[src/rtl/mem_arbiter_pkg.sv]
// Shared types and helpers for the byte-serialising IF/MEM RAM arbiter.
package mem_arbiter_pkg;

  localparam int unsigned DATA_W = 32;
  localparam int unsigned CNT_W  = 3;

  localparam logic [1:0] BYTE = 2'd0;
  localparam logic [1:0] HALF = 2'd1;
  localparam logic [1:0] WORD = 2'd2;

  typedef enum logic [1:0] {
    IDLE = 2'd0,
    RD   = 2'd1,
    WR   = 2'd2,
    DONE = 2'd3
  } state_e;

  typedef enum logic {
    OWN_IF  = 1'b0,
    OWN_MEM = 1'b1
  } owner_e;

  // Bytes moved on the RAM port for a given width code; code 3 behaves as a word.
  function automatic logic [CNT_W-1:0] byte_count(input logic [1:0] width);
    case (width)
      BYTE:    return CNT_W'(1);
      HALF:    return CNT_W'(2);
      default: return CNT_W'(4);
    endcase
  endfunction

endpackage

[src/rtl/mem_arbiter.sv]
// Arbitrates IF fetches and MEM loads/stores onto one byte-wide RAM port.
// Optional macro MEM_ARB_ROUND_ROBIN_EN lets IF win a tie right after a MEM grant.
module mem_arbiter
  import mem_arbiter_pkg::*;
#(
  parameter int unsigned ADDR_W = 32
) (
  input  logic              clk,
  input  logic              rst,
  input  logic              if_req,
  input  logic [ADDR_W-1:0] if_addr,
  input  logic              if_cancel,
  output logic              if_done,
  output logic [DATA_W-1:0] if_data,
  input  logic              mem_req,
  input  logic              mem_we,
  input  logic [1:0]        mem_width,
  input  logic [ADDR_W-1:0] mem_addr,
  input  logic [DATA_W-1:0] mem_wdata,
  output logic              mem_done,
  output logic [DATA_W-1:0] mem_rdata,
  output logic [ADDR_W-1:0] ram_a,
  output logic [7:0]        ram_dout,
  output logic              ram_wr,
  input  logic [7:0]        ram_din
);

  state_e            state;
  owner_e            owner;
  logic [CNT_W-1:0]  cnt;
  logic [CNT_W-1:0]  n_bytes;
  logic [DATA_W-1:0] asm_q;
  logic [DATA_W-1:0] asm_cap;
  logic [1:0]        cap_idx;
  logic              if_ok;
  logic              grant_mem;
  logic              grant_if;
  logic              cancel_if;
  logic              last_cap;

  assign if_ok     = if_req && !if_cancel;
  assign cancel_if = (owner == OWN_IF) && if_cancel;
  assign last_cap  = (cnt == n_bytes);
  assign cap_idx   = 2'(cnt - CNT_W'(1));

`ifdef MEM_ARB_ROUND_ROBIN_EN
  logic last_was_mem;
  assign grant_mem = mem_req && !(if_ok && last_was_mem);
`else
  assign grant_mem = mem_req;
`endif
  assign grant_if = if_ok && !grant_mem;

  // ram_din always belongs to the address issued one cycle earlier.
  always_comb begin
    asm_cap = asm_q;
    asm_cap[{cap_idx, 3'b000} +: 8] = ram_din;
  end

  always_ff @(posedge clk) begin
    if (rst) begin
      state     <= IDLE;
      owner     <= OWN_IF;
      cnt       <= '0;
      n_bytes   <= '0;
      asm_q     <= '0;
      if_done   <= 1'b0;
      if_data   <= '0;
      mem_done  <= 1'b0;
      mem_rdata <= '0;
      ram_a     <= '0;
      ram_dout  <= '0;
      ram_wr    <= 1'b0;
`ifdef MEM_ARB_ROUND_ROBIN_EN
      last_was_mem <= 1'b0;
`endif
    end else begin
      if_done  <= 1'b0;
      mem_done <= 1'b0;
      ram_wr   <= 1'b0;
      case (state)
        IDLE: begin
          if (grant_mem) begin
            owner   <= OWN_MEM;
            n_bytes <= byte_count(mem_width);
            cnt     <= '0;
            ram_a   <= mem_addr;
`ifdef MEM_ARB_ROUND_ROBIN_EN
            last_was_mem <= 1'b1;
`endif
            if (mem_we) begin
              state    <= WR;
              ram_wr   <= 1'b1;
              ram_dout <= mem_wdata[7:0];
              asm_q    <= mem_wdata;
            end else begin
              state <= RD;
              asm_q <= '0;
            end
          end else if (grant_if) begin
            owner   <= OWN_IF;
            n_bytes <= CNT_W'(4);
            cnt     <= '0;
            ram_a   <= if_addr;
            asm_q   <= '0;
            state   <= RD;
`ifdef MEM_ARB_ROUND_ROBIN_EN
            last_was_mem <= 1'b0;
`endif
          end
        end
        RD: begin
          if (cancel_if) begin
            state <= IDLE;
          end else begin
            cnt <= cnt + CNT_W'(1);
            if (cnt != '0) asm_q <= asm_cap;
            if ((cnt + CNT_W'(1)) < n_bytes) ram_a <= ram_a + ADDR_W'(1);
            if (last_cap) begin
              state <= DONE;
              if (owner == OWN_MEM) begin
                mem_done  <= 1'b1;
                mem_rdata <= asm_cap;
              end else begin
                if_done <= 1'b1;
                if_data <= asm_cap;
              end
            end
          end
        end
        WR: begin
          // asm_q holds the store data shifted so its low byte is the one on the bus.
          if (cnt == (n_bytes - CNT_W'(1))) begin
            state    <= DONE;
            mem_done <= 1'b1;
          end else begin
            ram_wr   <= 1'b1;
            cnt      <= cnt + CNT_W'(1);
            ram_a    <= ram_a + ADDR_W'(1);
            ram_dout <= asm_q[15:8];
            asm_q    <= asm_q >> 8;
          end
        end
        DONE: state <= IDLE;
        default: state <= IDLE;
      endcase
    end
  end

endmodule

[config.mk]
export PLATFORM = sky130hd
export DESIGN_NAME = mem_arbiter
export DESIGN_NICKNAME = d
export VERILOG_FILES = /design/src/rtl/mem_arbiter_pkg.sv /design/src/rtl/mem_arbiter.sv
export SDC_FILE = /design/constraint.sdc
export NUM_CORES = 1
export LEC_CHECK = 0
export CORE_MARGIN = 1.5
export CORE_UTILIZATION = 45
export CTS_BUF_LIST = sky130_fd_sc_hd__clkbuf_16
export CTS_CLUSTER_DIAMETER = 200
export CTS_CLUSTER_SIZE = 12
export DETAILED_ROUTE_END_ITERATION = 12
export HOLD_SLACK_MARGIN = 0.02
export PLACE_DENSITY = 0.72
export SLEW_MARGIN = 0
export SYNTH_ARGS = -nofsm -noshare
export SYNTH_HDL_FRONTEND = slang
export SYNTH_SLANG_ARGS = --single-unit
[constraint.sdc]
create_clock -name clk -period 5 [get_ports clk]
set_input_delay 1 -clock clk [delete_from_list [all_inputs] [get_ports clk]]
set_output_delay 1 -clock clk [all_outputs]
set_load 0.05 [all_outputs]
* Word level (Yosys, flattened, before mapping)
Cells that the tools add are included.
** Operators by class
- Shift-type cells :: 2
- Magnitude comparators :: 1
- Mux-type cells :: 45
- Eq/ne operators :: 15
- Bitwise logic cells :: 4
- Reduce and logical (&&, ||, !) cells :: 20
- $add $sub $neg :: 5
** Operator list (count)
- $mux 32 :: 11
- $pmux 32 s3 :: 2
- $add 32x1->32 const B :: 1
- $bwmux 32 :: 1
- $shift 8x7->32 const A :: 1
- $shiftx 8x7->32 :: 1
- $mux 8 :: 3
- $mux 3 :: 6
- $pmux 8 s2 :: 1
- $reduce_and 4->1 :: 4
- $ne 2x2->1 const B :: 7
- $mux 2 :: 6
- $mux 1 :: 10
- $reduce_and 5->1 :: 2
- $pmux 3 s3 :: 1
- $pmux 2 s4 :: 1
- $neg 5->7 :: 1
- $eq 3x3->1 :: 2
- $ne 3x3->1 const B :: 2
- $pmux 3 s2 :: 1
- $reduce_bool 3->1 :: 2
- $eq 2x1->1 const B :: 2
- $eq 2x2->1 const B :: 2
- $logic_not 2->1 :: 2
- other kinds (12) :: 20
** Storage, ports and cells
- Word-level logic and storage cells :: 104
- Register bits :: 148
- Output and inout bits :: 107
- Input bits :: 112

* Logic depth before layout (Yosys ltp)
Gate-level depths: netlist of the first run.
- Word-level depth :: 7
- Gate-level depth with buffers :: 9
- Gate-level depth less buffers :: 7

* Worst setup path after synthesis of the first run
OpenSTA, ideal clock, no wires.
- Kind :: flip-flop to flip-flop
- From :: reg cnt[0]
- To :: reg ram_a[16]
- Setup slack :: 2513 ps
- Stages on the path, launching flop included :: 10
- Path buffers :: 2
- Arrival time :: 2402 ps
- Setup time :: 86 ps
- Clock period less this slack :: 2487 ps
- Data required time :: 4914 ps
- Cells stage by stage :: dfxtp_1 inv_1 ha_1 ha_1 a21oi_1 o21a_1 clkbuf_1 clkbuf_1 a31oi_1 a211oi_1
** Between the ends
- Word-level cells in the longest chain between the ends :: 4
- Elaborated cells on any way between the ends :: 6
- Those cells by class :: add/sub: 1; order compare: 1; eq/ne: 3; reduce/logical: 1
** RTL lines
- from (decl) :: RTL line mem_arbiter.sv:30 : logic [CNT_W-1:0] cnt;
- from (signal assigned) :: RTL line mem_arbiter.sv:116 : cnt <= cnt + CNT_W'(1);
- from (signal assigned) :: RTL line mem_arbiter.sv:138 : cnt <= cnt + CNT_W'(1);
- $add 3x1->3 :: RTL line mem_arbiter.sv:118 : if ((cnt + CNT_W'(1)) < n_bytes) ram_a <= ram_a + ADDR_W'(1);
- $lt 3x3->1 :: RTL line mem_arbiter.sv:118
- $ne 2x2->1 (no line)
- $reduce_and 5->1 (no line) *
- to (signal assigned) :: RTL line mem_arbiter.sv:104 : ram_a <= if_addr;
- to (signal assigned) :: RTL line mem_arbiter.sv:118
- to (signal assigned) :: RTL line mem_arbiter.sv:139 : ram_a <= ram_a + ADDR_W'(1);
- to (decl) :: RTL line mem_arbiter.sv:22 : output logic [ADDR_W-1:0] ram_a,
Mark *: on every way between the ends. The rest lies on a longest branch, timed or not.
A chain may end at the register's enable or synchronous reset.

* Worst setup path after layout of the first run
- From :: reg state[0]
- To :: reg asm_q[18]
** Between the ends
- Word-level cells in the longest chain between the ends :: 3
- Elaborated cells on any way between the ends :: 10
- Those cells by class :: eq/ne: 6; mux: 1; reduce/logical: 3
** RTL lines
- from (decl) :: RTL line mem_arbiter.sv:28 : state_e state;
- from (signal assigned) :: RTL line mem_arbiter.sv:62 : state <= IDLE;
- from (signal assigned) :: RTL line mem_arbiter.sv:92 : state <= WR;
- from (signal assigned) :: RTL line mem_arbiter.sv:97 : state <= RD;
- $eq 2x1->1 (tied with other cells) :: RTL line mem_arbiter.sv:81 : case (state)
- $ne 2x2->1 (no line) (tied with other cells)
- $reduce_and 5->1 (no line)
- to (signal assigned) :: RTL line mem_arbiter.sv:95 : asm_q <= mem_wdata;
- to (signal assigned) :: RTL line mem_arbiter.sv:117 : if (cnt != '0) asm_q <= asm_cap;
- to (signal assigned) :: RTL line mem_arbiter.sv:141 : asm_q <= asm_q >> 8;
- to (decl) :: RTL line mem_arbiter.sv:32 : logic [DATA_W-1:0] asm_q;
Parallel ways exist; a longest one is shown, timed or not.

==> results of run 1 <==
flip-flops by register name, indices dropped and copies added, names as in the netlist:
signal / flops
ram_a: 32
mem_done: 1
state: 2
if_data: 32
ram_dout: 8
n_bytes: 3
ram_wr: 1
asm_q: 32
if_done: 1
mem_rdata: 32
owner: 1
cnt: 3
placed cells by master (no fill, tap or decap), drive strengths merged, types with 10 or more instances in the layout:
| cell type | netlist | routed |
|---|---|---|
| nor2b | 38 | 38 |
| inv | 19 | 22 |
| clkbuf | 56 | 17 |
| nand2b | 14 | 14 |
| clkdlybuf4s50 | 0 | 216 |
| nor2 | 144 | 144 |
| a221oi | 16 | 16 |
| mux2i | 32 | 32 |
| nor3 | 11 | 11 |
| nand4 | 10 | 10 |
| a211oi | 113 | 113 |
| buf | 28 | 16 |
| a31oi | 19 | 19 |
| o31ai | 25 | 25 |
| dfxtp | 148 | 148 |
| o32ai | 12 | 12 |
| ha | 15 | 15 |
| o21ai | 22 | 22 |
| a21oi | 62 | 62 |
| nand2 | 55 | 55 |
| nand3 | 18 | 18 |
where the power goes:
| part | switching, mW | leakage (nW) | internal [mW] |
|---|---|---|---|
| clock | 0.506 | 0.319 | 0.932 |
| sequential | 0.344 | 1.21 | 1.54 |
| combinational | 2.40 | 2.13 | 1.24 |
| total | 3.25 | 3.66 | 3.71 |
through the flow:
stage | total power [mW] | util (%) | cells | setup slack, ns
6_report | 6.96 | 63.7 | 1336 | 1.66
5_1_grt | 7.36 | 63.7 | 1336 | 1.46
4_1_cts | 6.95 | 63.7 | 1336 | 1.74
3_5_place_dp | 5.50 | 59.7 | 1305 | 1.43
3_3_place_gp | 5.47 | 59.7 | 1305 | 1.51
2_1_floorplan | 4.42 | - | 937 | 2.51
how the worst max path moves through the flow:
stage               cells past startpoint  slack (ns)      start         to
finish                                  7        1.66   state[0]  asm_q[18]
global placement                        6        1.51  if_cancel  asm_q[20]
floorplan                               9        2.51     cnt[0]  ram_a[16]
detailed placement                      6        1.43  if_cancel  asm_q[18]
global route                            7        1.46   state[0]  asm_q[18]
CTS                                     7        1.74   state[0]  asm_q[18]
final cells by class:
| class | count | area, um^2 |
|---|---|---|
| Fill cell | 1504 | 6050 |
| Multi-Input combinational cell | 686 | 4350 |
| Sequential cell | 148 | 2960 |
| Timing Repair Buffer | 232 | 2280 |
| Clock buffer | 17 | 425 |
| Tap cell | 220 | 275 |
| Clock inverter | 14 | 234 |
| Inverter | 19 | 71.3 |
worst register-to-register path: stages, from the launching register on:
cell	delay, ns
sky130_fd_sc_hd__dfxtp_1	0.42
sky130_fd_sc_hd__inv_1	0.11
sky130_fd_sc_hd__ha_1	0.28
sky130_fd_sc_hd__buf_4	0.43
sky130_fd_sc_hd__nand2_1	0.75
sky130_fd_sc_hd__nor2b_1	0.77
sky130_fd_sc_hd__a222oi_1	0.21
sky130_fd_sc_hd__o32ai_1	0.28
layer usage:
metal	vias to the layer above	track usage, %	share of wire, %
met1	3652	37.3	45
met2	330	41.3	46
met5	-	0	0
met3	20	6.20	7.6
met4	0	6.52	1.1
li1	3811	-	-
cell families after synthesis:
| family | share of synthesized area [%] |
|---|---|
| simple gates | 20.0 |
| compound gates | 27.7 |
| buf+inv | 5.29 |
| xor+xnor | 0.763 |
| fa+ha+maj | 2.44 |
| flops | 38.4 |
| mux | 5.33 |
==> results summary, run 1 <==
The run finished with clean final reports. The count of unique library cells instantiated by Yosys came out at 55. In this run, post-CTS repair resized a total of 0 instances. Buffers inserted to repair hold after CTS numbered 0.

The number of placement rows is 47. On the critical path, the stage with the largest delay is an instance of sky130_fd_sc_hd__nor2b_1. The worst hold path terminates at asm_q[7]. Yosys attributes the largest share of cell area to sky130_fd_sc_hd__dfxtp_1 38%, sky130_fd_sc_hd__a211oi_1 11%, sky130_fd_sc_hd__nor2_1 7.0%, sky130_fd_sc_hd__mux2i_1 4.2%, sky130_fd_sc_hd__a21oi_1 4.0%. Counting cells, the worst reg-to-reg path comes to 7. The number of vias per cell after detailed routing came out at 5.85.

TritonCTS built the clock tree. The flop and latch count out of synthesis is 148. The initial antenna violation count is 0. The start point of the worst hold path is asm_q[7].

On the worst path, the slowest cell contributes a delay of 0.76 ns. From left edge to right edge, the die measures 134 um. The level count of the clock H-tree came out at 4.

The share of cells above drive strength 1 is 5.82%. The growth of design area from synthesis to finish came out at 37.5%. The async set-reset flop share out of synthesis came out at 0%.

Headroom to the max-slew limit came out at 20.8%. In this run the worst hold path is classified as reg2reg. The global-route wire length before repair came out at 38,300 um. The area after detailed placement came out at 0.00994 mm^2. Among cell families on the critical path, the largest total delay comes from simple AND/OR/NAND/NOR gates.

The total wire length after detailed routing is 23,900 um. The routed layout has 7,813 vias. Clock latency on the worst-skew pair, taken at its later pin, is 0.42 ns. The startpoint identified for the worst register-to-register timing path is state[0]. The full die area is 0.0179 mm^2. The area of the mapped netlist is 0.00771 mm^2. The number of nets in the synthesized netlist came out at 1,064.

The arrival time of data at the critical path endpoint came out at 3.66 ns. At the pin with the least slew margin, the transition time is 1.19 ns. Summed over all nets, the half-perimeter wirelength after detailed placement is 16,800 um. The largest total area in the synthesized netlist belongs to sky130_fd_sc_hd__dfxtp_1. For this run, the leading register cell type out of synthesis is sky130_fd_sc_hd__dfxtp_1. The buffer count from post-CTS setup fixing is 0. Entering global routing, the biggest net connects 74 pins.

The worst path needs 3.34 ns of the cycle, external delays included. The leakage power summed over all cells is 3.66 nW. For flop-to-flop paths, the worst setup slack is 1.66 ns. The number of optimization iterations in the first detailed-route pass is 7. The sink count of the clock tree is 148. Together, buffers and inverters on the worst path number 2. In the final routed layout, each cell accounts on average for 17.9 um.

The largest driver fanout on the critical path is 47. The number of max-capacitance violations reported is 0. The worst clock skew came out at 0.00695 ns.

At the end of routability-driven placement, the weighted congestion stood at 0.851. Clock tree synthesis inserted a total of 17 buffers. The height of the die is 134 um. Traced cell by cell, the critical path runs through inv_1, ha_1, buf_4, nand2_1, nor2b_1, a222oi_1, o32ai_1. The net count reported at finish is 1,231.

The worst hold margin is 0.492 ns. The worst-case IR drop observed on VDD is 0.481 mV. The number of slew-limit violations in the final report came out at 0. The count of cells along the worst hold path is 2. The total global-route track usage is 26.6%.

For the worst setup path, the data required time is 5.32 ns. The count of buffers added on input and output ports is 218. The synthesized design devotes to its leading area cell type 38.4% of total area. The boundary pin count came out at 219. The average instance area after synthesis is 8.22 um^2. The highest attainable clock frequency is 0.299 GHz. Setup violations remaining at the end of the flow were counted as 0. The via count of the first global-routing pass was 7,263. By instance count, the leading cell after synthesis is sky130_fd_sc_hd__dfxtp_1. The total power per unit cell area came out at 657 mW/mm^2.

In this run the standard cell core region covers 0.0166 mm^2. Ranked by instance count, the synthesized netlist is headed by 148 x sky130_fd_sc_hd__dfxtp_1, 144 x sky130_fd_sc_hd__nor2_1, 112 x sky130_fd_sc_hd__a211oi_1. After routing, the total negative slack on setup checks comes to 0 ns.

The residual DRC count is 0. The final hold violation count is 0. The worst setup path is captured at a flop.

The type of the setup path with the least slack is reg2reg. For this run the aggregate overflow at the end of global routing stands at 0. The count of synthesis-stage warnings from yosys came out at 0. The maximum root-to-sink buffer count is 2. The type of element launching the critical path is a flop. In this run the critical register-to-register path is captured at asm_q[18]. After clock tree synthesis, the clock-pin slew on the worst setup and hold paths is 0.06 ns. The effective utilization at floorplan came out at 46.3%. The part of the Yosys area used for sequential elements is 38.4%. In this run the remaining antenna-violating nets after routing total 0. Setup repair after global routing left no endpoint under its margin. The iteration-0 DRC count of the detailed router came out at 834. The cell count after synthesis came out at 937. Dividing the final minimum period by the clock period gives 66.8%. Yosys mapped a number of flops with a built-in enable equal to 0. The number of antenna diodes in the final layout is 0.

The root buffer cell is sky130_fd_sc_hd__clkbuf_16. After routing the design area is 0.0106 mm^2.
Note: power is estimated with default switching activity, not from simulation.
==> run 2: changes to the inputs <==
- clock period: 5 -> 3.4 ns (I/O delays scaled with it)
==> results summary, run 2 (same netlist as run 1, synthesis figures left out) <==
The number of buffers created by CTS came out at 17. Entering global routing, the biggest net connects 66 pins. The worst clock skew is 0.00971 ns.

The share of cells above drive strength 1 came out at 6.92%. The first global-routing pass estimated 39,200 um of wire. The period utilization is 85.5%. The slowest stage of the critical path belongs to the cell sky130_fd_sc_hd__nor2b_1. From synthesis to final layout, the design area changed by 37.8%. The number of vias per cell after detailed routing is 5.85. The total power per unit cell area came out at 959 mW/mm^2. The top cell types in the final layout, fill and taps aside, are 216 x sky130_fd_sc_hd__clkdlybuf4s50_1, 148 x sky130_fd_sc_hd__dfxtp_1, 142 x sky130_fd_sc_hd__nor2_1. The library cell used most frequently in the layout, excluding fill and tap cells, is sky130_fd_sc_hd__clkdlybuf4s50_1.

In this design, the stage delay of the slowest critical-path cell is 0.56 ns. In the global route stage, overall resource usage came out at 27.4%. The final hold violation count came out at 0. 0 antenna diodes ended up in the layout.

The setup path with the least slack is of type reg2reg. The hold buffer count at cts is 0. The residual DRC count came out at 0.

The total wire length after detailed routing came out at 24,500 um. The core outline area is 0.0166 mm^2. The kind of cell with the highest combined delay along the critical path is simple AND/OR/NAND/NOR gates.

Once the floorplan was initialized, standard cells occupied 46.3% of the core. The number of placement rows is 47. The final worst slack came out at 0.492 ns. The area of all placed cells without fillers is 0.0106 mm^2. The H-tree was split into 4 levels.

The number of slew-limit violations in the final report came out at 0. The post-route antenna net violation count is 0. The minimum clock period came out at 2.91 ns.

STA classifies the critical path endpoint as a flop. Summed over all cells, the static leakage comes to 3.68 nW. The iteration-0 DRC count of the detailed router is 761. The CTS tree is done. The run finished with clean final reports. The min-delay analysis places its worst path in the category reg2reg.

Counting every sink on the clock net gives 148. The total number of vias came out at 7,881. The post-route core utilization is 63.8%. The number of buffer cells added on primary ports is 218. The post-route setup TNS came out at 0 ns. STA classifies the critical path startpoint as a flop. After the last flow step, the layout net total stands at 1,241. The sum of buffers and inverters on the critical path came out at 2. The remaining max-slew budget at the tightest pin came out at 32.8%. The full die area is 0.0179 mm^2. At the pin with the least slew margin, the transition time is 1.01 ns. Routability-driven placement finished with a final weighted congestion of 0.845. The final-report setup violation count came out at 0.

Summing all placed instances gives a cell area of 0.0100 mm^2. The maximum root-to-sink buffer count came out at 2. The boundary pin count is 219. The arrival time of data at the critical path endpoint is 3.23 ns. The initial antenna violation count is 0. Setup repair after global routing left no endpoint under its margin. The root buffer cell is sky130_fd_sc_hd__clkbuf_16. Traced cell by cell, the critical path runs through inv_1, ha_1, nand2b_1, nor4_2, buf_4, nor2b_1, a222oi_1, o32ai_1.

The horizontal extent of the die is 134 um. After clock tree synthesis, the clock-pin slew on the worst setup and hold paths is 0.07 ns. IR analysis of the VDD net gives a maximum drop of 0.650 mV.

The die is 134 um tall. The average routed wire per standard cell is 18.2 um. The total overflow reported by the global router is 0.

The via count of the first global-routing pass was 7,408. OpenSTA, run right after detailed placement, puts the worst setup slack at 0.304 ns. The later pin in the worst-skew pair is clocked with a latency of 0.43 ns. The number of filler cells placed in the layout came out at 1,480.

The half-perimeter wire length after detailed placement is 17,200 um. The first TritonRoute pass finished after 6 iterations. The largest driver fanout on the critical path came out at 10.

For this run, the top clock speed supported by timing is 0.344 GHz. For the worst setup path, the data required time is 3.72 ns. The number of max-capacitance violations reported is 0.
run 2: final cells by class:
cell class,instances,area [um^2],share of cell area [%]
flip-flops and latches,148,2960,27.9
clock inverters,15,165,1.55
well taps,220,275,2.59
repair buffers,242,2370,22.3
clock buffers,17,425,4.01
multi-input cells,686,4350,41.0
inverters,19,71.3,0.671
run 2: metrics by stage:
stage          total power [mW]  hold slack (ns)  cells
3_5_place_dp               8.23            0.487   1315
2_1_floorplan              6.50            0.457    937
5_1_grt                    10.8            0.512   1347
4_1_cts                    10.2            0.495   1347
6_report                   10.2            0.496   1347
3_3_place_gp               8.17            0.481   1315
run 2: path summary, 6_finish.rpt:
check                  start         end  slack [ns]  depth (start not counted)
setup / recovery      cnt[0]   asm_q[16]        0.49                          8
hold / removal    if_data[4]  if_data[4]        0.50                          2
setup reg to reg      cnt[0]   asm_q[16]        0.49                          8
hold reg to reg   if_data[4]  if_data[4]        0.50                          2
run 2: metal layers:
metal | routed length [um] | track usage [%] | share of wire, %
met4 | 372 | 7.79 | 1.5
met2 | 11300 | 44.0 | 46
met3 | 1890 | 5.82 | 7.7
met1 | 10900 | 37.1 | 45
met5 | 0 | 0 | 0
run 2: repair_timing:
action	in CTS	in global routing
buffers inserted	0	0
hold endpoints to repair	0	0
resized for setup	0	1
endpoints found under the setup margin	0	4
run 2: where the power goes:
group | leakage (nW) | switching, mW | internal [mW] | total [mW]
Clock | 0.286 | 0.814 | 1.10 | 1.91
Combinational | 2.19 | 3.60 | 1.91 | 5.51
Sequential | 1.21 | 0.496 | 2.26 | 2.76
run 2: worst min-delay path: stages (launching register included):
cell and delay [ns]:
sky130_fd_sc_hd__dfxtp_1 0.31, sky130_fd_sc_hd__nor2_1 0.09, sky130_fd_sc_hd__a211oi_1 0.05
